`src/rtl/scan_sequencer.sv`:
```
// scan_sequencer: latches the pose, then streams scan points to a pool
// of Bresenham engines round-robin, with optional grid clear and abort.
module scan_sequencer #(
  parameter int NUM_ENGINES = 2,
  parameter int SCAN_POINTS = 360,
  parameter int ADDR_WIDTH  = 9,
  parameter int MEM_LATENCY = 1
) (
  input  logic                   clock,
  input  logic                   reset,
  input  logic                   start,
  input  logic                   clear_request,
  input  logic                   abort,
  input  logic                   occupancy_busy,
  input  logic [NUM_ENGINES-1:0] engine_busy,
  output logic [ADDR_WIDTH-1:0]  scan_addr,
  output logic                   position_enable,
  output logic [NUM_ENGINES-1:0] engine_start,
  output logic                   zero_grid,
  output logic                   use_engine_indices,
  output logic                   busy,
  output logic                   done,
  output logic                   aborted,
  output logic [ADDR_WIDTH-1:0]  points_issued
);

  localparam int PW = (NUM_ENGINES > 1) ? $clog2(NUM_ENGINES) : 1;
  localparam logic [ADDR_WIDTH-1:0] LAST = ADDR_WIDTH'(SCAN_POINTS);
  localparam logic [2:0] LAT_END = 3'(MEM_LATENCY - 1);

  if (2**ADDR_WIDTH <= SCAN_POINTS) begin : g_bad_addr_width
    $error("scan_sequencer: ADDR_WIDTH too small for SCAN_POINTS");
  end
  if (NUM_ENGINES < 1 || NUM_ENGINES > 8) begin : g_bad_engines
    $error("scan_sequencer: NUM_ENGINES out of range 1..8");
  end
  if (MEM_LATENCY < 1 || MEM_LATENCY > 4) begin : g_bad_latency
    $error("scan_sequencer: MEM_LATENCY out of range 1..4");
  end

  typedef enum logic [3:0] {
    IDLE,
    CLEAR,
    CLEAR_WAIT,
    POSE_WAIT,
    POSE_LATCH,
    FETCH,
    DISPATCH,
    DRAIN,
    DONE,
    ABORT_DRAIN
  } state_t;

  state_t state;
  state_t state_n;

  logic [ADDR_WIDTH-1:0]  addr_n;
  logic [ADDR_WIDTH-1:0]  issued_n;
  logic [2:0]             cnt;
  logic [2:0]             cnt_n;
  logic [PW-1:0]          rr;
  logic [PW-1:0]          rr_n;
  logic [NUM_ENGINES-1:0] last_start;
  logic [NUM_ENGINES-1:0] free;
  logic [NUM_ENGINES-1:0] grant;
  logic [PW-1:0]          grant_idx;
  logic                   found;
  logic                   drained;
  logic                   abortable;

  // An engine started last cycle has not raised busy yet
  assign free = ~engine_busy & ~last_start;

  assign drained = ~|engine_busy & ~occupancy_busy & ~|last_start;

  assign abortable = (state != IDLE) && (state != DONE) &&
                     (state != ABORT_DRAIN);

  assign busy = (state != IDLE);

  assign use_engine_indices = (state == FETCH) || (state == DISPATCH) ||
                              (state == DRAIN) || (state == ABORT_DRAIN);

  // First free engine at or after the round-robin pointer
  always_comb begin
    int j;
    j = 0;
    grant = '0;
    grant_idx = '0;
    found = 1'b0;
    for (int k = 0; k < NUM_ENGINES; k++) begin
      j = int'(rr) + k;
      if (j >= NUM_ENGINES) j = j - NUM_ENGINES;
      if (!found && free[j[PW-1:0]]) begin
        found = 1'b1;
        grant[j[PW-1:0]] = 1'b1;
        grant_idx = j[PW-1:0];
      end
    end
  end

  // State register
  always_ff @(posedge clock) begin
    if (reset) state <= IDLE;
    else state <= state_n;
  end

  // Next state, strobes and datapath updates; abort overrides everything
  always_comb begin
    state_n = state;
    addr_n = scan_addr;
    issued_n = points_issued;
    cnt_n = cnt;
    rr_n = rr;
    zero_grid = 1'b0;
    position_enable = 1'b0;
    engine_start = '0;
    done = 1'b0;
    aborted = 1'b0;
    if (abort && abortable) begin
      state_n = ABORT_DRAIN;
    end else begin
      unique case (state)
        IDLE: begin
          if (start && !occupancy_busy) begin
            state_n = clear_request ? CLEAR : POSE_WAIT;
            addr_n = '0;
            issued_n = '0;
            cnt_n = '0;
          end
        end
        CLEAR: begin
          zero_grid = 1'b1;
          cnt_n = '0;
          state_n = CLEAR_WAIT;
        end
        CLEAR_WAIT: begin
          if (cnt == 3'd0) begin
            cnt_n = 3'd1;
          end else if (!occupancy_busy) begin
            cnt_n = '0;
            state_n = POSE_WAIT;
          end
        end
        POSE_WAIT: begin
          if (cnt == LAT_END) begin
            cnt_n = '0;
            state_n = POSE_LATCH;
          end else begin
            cnt_n = cnt + 3'd1;
          end
        end
        POSE_LATCH: begin
          position_enable = 1'b1;
          addr_n = ADDR_WIDTH'(1);
          cnt_n = '0;
          state_n = FETCH;
        end
        FETCH: begin
          if (cnt == LAT_END) begin
            cnt_n = '0;
            state_n = DISPATCH;
          end else begin
            cnt_n = cnt + 3'd1;
          end
        end
        DISPATCH: begin
          if (!occupancy_busy && found) begin
            engine_start = grant;
            addr_n = scan_addr + 1'b1;
            issued_n = points_issued + 1'b1;
            cnt_n = '0;
            if (grant_idx == PW'(NUM_ENGINES - 1)) rr_n = '0;
            else rr_n = grant_idx + 1'b1;
            if (points_issued + 1'b1 == LAST) state_n = DRAIN;
            else state_n = FETCH;
          end
        end
        DRAIN: begin
          if (drained) state_n = DONE;
        end
        DONE: begin
          done = 1'b1;
          addr_n = '0;
          state_n = IDLE;
        end
        ABORT_DRAIN: begin
          if (drained) begin
            aborted = 1'b1;
            addr_n = '0;
            state_n = IDLE;
          end
        end
        default: state_n = IDLE;
      endcase
    end
  end

  // Address, count, latency counter, round-robin pointer, start history
  always_ff @(posedge clock) begin
    if (reset) begin
      scan_addr <= '0;
      points_issued <= '0;
      cnt <= '0;
      rr <= '0;
      last_start <= '0;
    end else begin
      scan_addr <= addr_n;
      points_issued <= issued_n;
      cnt <= cnt_n;
      rr <= rr_n;
      last_start <= engine_start;
    end
  end

endmodule

```
`config.mk`:
```
export PLATFORM = sky130hd
export DESIGN_NAME = scan_sequencer
export DESIGN_NICKNAME = d
export VERILOG_FILES = /design/src/rtl/scan_sequencer.sv
export SDC_FILE = /design/constraint.sdc
export NUM_CORES = 1
export LEC_CHECK = 0
export ABC_AREA = 1
export CORE_MARGIN = 5
export CORE_UTILIZATION = 56
export DETAILED_ROUTE_END_ITERATION = 7
export PLACE_DENSITY = 0.95
export SYNTH_ARGS = -nofsm -noshare
export SYNTH_HDL_FRONTEND = slang
export SYNTH_SLANG_ARGS = --single-unit
```
`constraint.sdc`:
```
create_clock -name clock -period 3.3 [get_ports clock]
set_input_delay 0.66 -clock clock [delete_from_list [all_inputs] [get_ports clock]]
set_output_delay 0.66 -clock clock [all_outputs]
set_load 0.02 [all_outputs]
```
==> results.ini, run 1 <==
[die]
placeableCoreArea_mm2=0.00310
floorplan.initialDensity_pct=59.8
dieHeight_um=67.5
die_footprint_mm2=0.00456
dieWidth_um=67.5
ios=34
fp-row-count=20

[yosys]
synth_adder_area_share_pct=3.37
synth_top_area_share_pct=30.2
flip_flop_and_latch_count_after_synthesis=28
synth_top_family_by_area=simple AND/OR/NAND/NOR gates
cell_area_synth_mm2=0.00185
synth_top_cell_by_area=sky130_fd_sc_hd__dfxtp_1
netlist-cell-type-count=31
synth_area_leaders=sky130_fd_sc_hd__dfxtp_1 30%, sky130_fd_sc_hd__nand2_1 13%, sky130_fd_sc_hd__nor2_1 7.5%, sky130_fd_sc_hd__a21oi_1 6.2%, sky130_fd_sc_hd__nand3_1 6.2%
synth_simple_gate_area_share_pct=39.7
post_synth_inst_count=280
yosysSeqAreaShare_pct=30.2
post_synthesis_mux_area_share_pct=0
syn_nets=293
average_footprint_of_a_synthesized_cell_um2=6.62
synth_xor_xnor_area_share_pct=3.78
synth.yosys.warnings=0
synth-compound-area-share_pct=13.2

[route]
route.final.wire_length_um=4520
drtAntennaViolNets=0
detail_route.first_pass.iterations=4
detail_route.wl_per_cell_um=12.6
viasPerCell=5.38
drt_drc_violations_left=0
first_iter_violations=154
route.vias.total=1932

[timing]
rsz_0062_raised_after_global_routing=false
setup_viol=0
slew_headroom_pct=74.9
period_minus_slack_ps=3140
tightestPinTransition_ps=372
finalClockSkew_ps=3.77
maxSlewViolCount=0
achievable-frequency_mhz=319
tns_setup_ps=0
timing.final.hold_violations=0
fin_crit_sh_pct=95.0

[critical_path]
slowest_delay_ps=630
required_ps=2640
timing.critical_path.fanout_max=5
cp.buffers_inverters=2
crit_arrival_ps=2480
critPathKind=input pin to output pin
critPathLaunchType=input pin
slowest_stage_cell_cp=sky130_fd_sc_hd__clkdlybuf4s50_1
critical_path.top_delay_family=buffers and inverters
cp-end-kind=output pin
critical_path.cell_chain=clkdlybuf4s50_1, nor2_1, o21ai_0, nand3b_1, nor2_1, clkdlybuf4s50_1

[cts]
worstSkewPairLatency_ps=340
clockRootBuffer=sky130_fd_sc_hd__clkbuf_4
cts_tree=yes
clockBufferDepth=2
number_of_buffers_created_by_cts=3
clk_pin_slew_ps=150
cts_setup_buffers=0
clock-sinks=28
cts_hold_repair.buffers=0
cts.htree.levels=1
number_of_gates_resized_after_cts=0

[global_route]
maximum_number_of_pins_on_one_net_before_global_route_repair=19
grt_first_pass_wirelength_um=7710
initial_antenna_violation_count=0
first_global_vias=1830
gr-usage-all-layers_pct=22.0
grt-ovfl-total=0

[pwr]
pwr_density_cell_mw_per_mm2=731
leakagePower_nw=0.916
peakVddDrop_mv=0.390

[placement]
finalWeightedCongestion=0.942
hpwl_after_dpl_um=3380
placed_cells=355
buffer_ports.inserted=33

[run_status]
outcome=complete, no violations

[final_layout]
finalNonFillerCells=359
area_growth_syn_to_layout_pct=22.6
antenna_cells_inserted=0
utilization_of_the_core_after_routing_pct=73.3
multi_input_area_mm2=0.00111
ff_latch_area_um2=561
layout-drive-gt1-share_pct=8.89
layout.nets=329
num-fill-cells=261

[worst_hold_path]
hold_class=flop to flop

[flow_run]
maxCapViolCount=0

-- per-layer routing --
layer	track usage, %	vias up	part of all wire [%]
li1	-	983	-
met1	25.6	863	42
met2	37.9	74	47
met3	4.66	12	8.3
met4	10.9	0	2.4
met5	0	-	0
-- synth_stat cells --
library cell and n:
sky130_fd_sc_hd__o21ai_2 1, sky130_fd_sc_hd__a31oi_1 2, sky130_fd_sc_hd__inv_6 1, sky130_fd_sc_hd__buf_1 1, sky130_fd_sc_hd__nand4_1 9, sky130_fd_sc_hd__o22ai_1 1
sky130_fd_sc_hd__nand3_4 1, sky130_fd_sc_hd__nand2_2 3, sky130_fd_sc_hd__nor2_4 2, sky130_fd_sc_hd__nor3_1 4, sky130_fd_sc_hd__a21oi_1 23, sky130_fd_sc_hd__nand2_1 63
sky130_fd_sc_hd__xnor2_1 2, sky130_fd_sc_hd__nor2_8 1, sky130_fd_sc_hd__nand3_1 23, sky130_fd_sc_hd__inv_2 5, sky130_fd_sc_hd__nand3b_1 2, sky130_fd_sc_hd__o21bai_1 2
sky130_fd_sc_hd__dfxtp_1 28, sky130_fd_sc_hd__nand2_4 5, sky130_fd_sc_hd__o21ai_0 14, sky130_fd_sc_hd__inv_1 30, sky130_fd_sc_hd__o221ai_1 1, sky130_fd_sc_hd__buf_6 3
sky130_fd_sc_hd__a211oi_1 1, sky130_fd_sc_hd__xor2_1 6, sky130_fd_sc_hd__nor2_1 37, sky130_fd_sc_hd__clkbuf_1 1, sky130_fd_sc_hd__ha_1 5, sky130_fd_sc_hd__nor2_2 2
sky130_fd_sc_hd__nor4_1 1
-- layout make-up --
type	count	share of cell area (%)
multi-input combinational	211	48.9
clock buffer	3	0.991
clock inverter	1	1.32
timing repair buffer	36	15.5
sequential	28	24.7
inverter	36	6.16
tap	44	2.42
-- power breakdown --
group	leakage, nW	internal [mW]	switching (mW)
Combinational	0.660	0.327	0.613
Sequential	0.227	0.399	0.0906
Clock	0.0279	0.123	0.109
Total	0.916	0.849	0.813
-- metrics by stage --
| stage | worst slack (ps) | area, um2 | total power, mW | hold slack [ps] |
|---|---|---|---|---|
| 3_5_place_dp | 179 | 2220 | 1.42 | 483 |
| 3_3_place_gp | 245 | 2220 | 1.40 | 477 |
| 2_1_floorplan | 918 | 1850 | 1.19 | 456 |
| 6_report | 165 | 2270 | 1.66 | 505 |
| 5_1_grt | 27.9 | 2270 | 1.79 | 548 |
| 4_1_cts | 161 | 2270 | 1.66 | 503 |
-- final timing paths --
check	from	endpoint	slack, ps	cells past startpoint
setup / recovery	engine_busy[1]	engine_start[1]	160	6
hold / removal	cnt[1]	cnt[1]	510	2
setup reg to reg	state[0]	points_issued[4]	1340	11
hold reg to reg	cnt[1]	cnt[1]	510	2
-- worst reg2reg max path, delay by kind of cell (launching register included) --
kind | cells | cell delay (ps)
flops | 1 | 450
buf+inv | 3 | 470
simple gates | 6 | 730
compound gates | 2 | 220
-- layout by cell type (no fill, tap or decap), types with 3 or more instances in the layout --
master                            count
sky130_fd_sc_hd__a21oi_1             23
sky130_fd_sc_hd__nand2_2              3
sky130_fd_sc_hd__nand3_1             23
sky130_fd_sc_hd__o21ai_0             14
sky130_fd_sc_hd__clkdlybuf4s50_1     33
sky130_fd_sc_hd__nor2_1              37
sky130_fd_sc_hd__nand2_4              5
sky130_fd_sc_hd__clkbuf_4             3
sky130_fd_sc_hd__nand2_1             63
sky130_fd_sc_hd__xor2_1               6
sky130_fd_sc_hd__nor3_1               4
sky130_fd_sc_hd__inv_1               30
sky130_fd_sc_hd__dfxtp_1             28
sky130_fd_sc_hd__nand4_1              9
sky130_fd_sc_hd__inv_2                5
sky130_fd_sc_hd__ha_1                 5
sky130_fd_sc_hd__buf_4                3
-- state kept, by name, indices dropped and copies added, names as in the netlist, named ones only --
signal and count:
last_start 2, points_issued 9, state 4, scan_addr 9
cnt 3
-- kinds of logic (layout without fill, tap and decap cells) --
group                    after synthesis  in the layout
adder cells (fa/ha/maj)                5              5
flip-flops                            28             28
buffers and inverters                 41             76
AO/OA/AOI/OAI                         45             45
XOR/XNOR                               8              8
AND/OR/NAND/NOR                      153            153
Note: power is estimated with default switching activity, not from simulation.
==> run 2: changes to the inputs <==
--- a/config.mk
+++ b/config.mk
@@ -9,7 +9,9 @@
 export CORE_MARGIN = 5
 export CORE_UTILIZATION = 56
 export DETAILED_ROUTE_END_ITERATION = 7
+export GPL_TIMING_DRIVEN = 0
 export PLACE_DENSITY = 0.95
+export SLEW_MARGIN = 30
 export SYNTH_ARGS = -nofsm -noshare
 export SYNTH_HDL_FRONTEND = slang
 export SYNTH_SLANG_ARGS = --single-unit
==> run 2 against run 1 <==
  * Sequential cell count stayed put
  * Clock power down 26%
  * Setup slack better by 220 ps
  * Sequential share of layout area barely moved
  * Sequential power down 3%
  * Critical path type unchanged
  * Largest cell class unchanged
  * Wire length decreased by 1.3%
  * Critical endpoint is now aborted
==> results.ini, run 2 (synthesis results as in run 1) <==
[run_status]
outcome=complete, no violations

[flow_run]
maxCapViolCount=0  ; unchanged

[timing]
setup_viol=0  ; unchanged
maxSlewViolCount=0  ; unchanged
tns_setup_ps=0  ; unchanged
finalClockSkew_ps=8.93  ; +5.17 ps
achievable-frequency_mhz=343  ; +7.5%
timing.final.hold_violations=0  ; unchanged
slew_headroom_pct=68.7  ; -6.2 points
period_minus_slack_ps=2920  ; -220 ps
tightestPinTransition_ps=469  ; +96.9 ps
fin_crit_sh_pct=88.3  ; -6.7 points
rsz_0062_raised_after_global_routing=false

[die]
dieWidth_um=67.5  ; unchanged
fp-row-count=20  ; unchanged
placeableCoreArea_mm2=0.00310  ; unchanged
floorplan.initialDensity_pct=59.8  ; unchanged
die_footprint_mm2=0.00456  ; unchanged
dieHeight_um=67.5  ; unchanged
ios=34  ; unchanged

[cts]
cts_hold_repair.buffers=0  ; unchanged
cts_setup_buffers=0  ; unchanged
cts.htree.levels=1  ; unchanged
clock-sinks=28  ; unchanged
worstSkewPairLatency_ps=340  ; about the same
clockRootBuffer=sky130_fd_sc_hd__clkbuf_4
clk_pin_slew_ps=140  ; about the same
cts_tree=yes
clockBufferDepth=2  ; unchanged
number_of_buffers_created_by_cts=3  ; unchanged

[final_layout]
top_library_cells_by_usage_in_the_layout_fill_and_taps_aside=63 x sky130_fd_sc_hd__nand2_1, 37 x sky130_fd_sc_hd__nor2_1, 30 x sky130_fd_sc_hd__inv_1, 30 x sky130_fd_sc_hd__clkdlybuf4s50_1, 28 x sky130_fd_sc_hd__dfxtp_1
antenna_cells_inserted=0  ; unchanged
area_growth_syn_to_layout_pct=22.5
finalNonFillerCells=360  ; +0.28%
utilization_of_the_core_after_routing_pct=73.2  ; -0.081 points
layout.nets=330  ; +0.30%
most_common_library_cell_in_the_layout_ignoring_fill_and_taps=sky130_fd_sc_hd__nand2_1
layout-drive-gt1-share_pct=8.86  ; -0.028 points
final_design_area_no_fill_mm2=0.00227  ; -0.11%
reg.largest.list=points_issued (9), scan_addr (9), state (4)

[placement]
finalWeightedCongestion=0.894  ; -5.0%
placed_cells=356  ; +0.28%
hpwl_after_dpl_um=3290  ; -2.5%
buffer_ports.inserted=32  ; -3.0%
placed_cell_area_mm2=0.00223  ; +0.39%

[global_route]
maximum_number_of_pins_on_one_net_before_global_route_repair=16  ; -3
grt-ovfl-total=0  ; unchanged
initial_antenna_violation_count=0  ; unchanged
grt_first_pass_wirelength_um=7220  ; -6.3%
gr-usage-all-layers_pct=20.5  ; -1.5 points
first_global_vias=1695  ; -7.4%

[pwr]
leakagePower_nw=0.948  ; +3.5%
peakVddDrop_mv=0.470  ; +21%
pwr_density_cell_mw_per_mm2=720  ; -1.5%

[critical_path]
timing.critical_path.fanout_max=4  ; -1
crit_arrival_ps=2260  ; -220 ps
r2r_cells=9  ; -2
critPathLaunchType=input pin
critPathKind=input pin to output pin
cp-end-kind=output pin
required_ps=2640  ; about the same

[route]
drt_drc_violations_left=0  ; unchanged
drtAntennaViolNets=0  ; unchanged
route.vias.total=1945  ; +0.67%
detail_route.wl_per_cell_um=12.4  ; -1.5%
detail_route.first_pass.iterations=4  ; unchanged
first_iter_violations=190  ; +23%
route.final.wire_length_um=4470  ; -1.3%
viasPerCell=5.40  ; +0.39%

[worst_hold_path]
worst_hold_path.num_cells=2  ; unchanged
hold_class=flop to flop

[run 2: cell count changes in the layout (fill, tap and decap cells not counted)]
cell | before | now
sky130_fd_sc_hd__clkdlybuf4s50_1 | 33 | 30
sky130_fd_sc_hd__bufinv_16 | 1 | 0
sky130_fd_sc_hd__clkbuf_1 | 0 | 1
sky130_fd_sc_hd__buf_6 | 0 | 3
sky130_fd_sc_hd__buf_4 | 3 | 0
sky130_fd_sc_hd__dlymetal6s2s_1 | 0 | 2
sky130_fd_sc_hd__clkbuf_8 | 0 | 1
sky130_fd_sc_hd__buf_1 | 0 | 1
[run 2: critical path, cell delays in order]
cell and delay (ps):
sky130_fd_sc_hd__clkdlybuf4s50_1 410, sky130_fd_sc_hd__nor2_1 200, sky130_fd_sc_hd__nand3_1 160, sky130_fd_sc_hd__nor3_1 190
sky130_fd_sc_hd__clkdlybuf4s50_1 640
[run 2: cell type report]
cell class                      count  area, um2
Inverter                           36        140
Timing Repair Buffer               32        325
Buffer                              5       41.3
Sequential cell                    28        561
Multi-Input combinational cell    211       1110
Clock buffer                        4       36.3
Tap cell                           44       55.1
Fill cell                         244        832
[run 2: where the power goes]
part	switching (mW)	leakage (nW)	total [mW]	internal [mW]
clock	0.104	0.0210	0.172	0.0677
sequential	0.0751	0.227	0.474	0.399
combinational	0.631	0.700	0.988	0.357
total	0.811	0.948	1.63	0.824
[run 2: path summary, 6_finish.rpt]
kind                            slack [ps]      startpoint          endpoint
worst min-delay path                   510          cnt[1]            cnt[1]
worst max-delay path                   380  engine_busy[1]           aborted
worst min register to register         510          cnt[1]            cnt[1]
worst max register to register        1540        state[2]  points_issued[7]
[run 2: metal layers]
layer | vias to the layer above | share of wire, % | wire length, um | track usage (%)
met5 | - | 0 | 0 | 0
met4 | 0 | 1.9 | 87 | 8.86
met3 | 10 | 7.7 | 345 | 4.49
met2 | 78 | 47 | 2090 | 34.4
met1 | 874 | 43 | 1940 | 25.0
li1 | 983 | - | - | -
[run 2: per-stage QoR]
stage	total power, mW	hold WS (ps)	setup slack, ps
global route	1.76	535	234
global placement	1.44	475	113
CTS	1.63	516	73.7
detailed placement	1.46	490	101
floorplan	1.19	456	918
finish	1.63	513	384
[run 2: repair_timing]
item | CTS | global route
gates resized for setup | 0 | 2
endpoints found under the hold margin | 0 | 0
endpoints found under the setup margin | 0 | 2
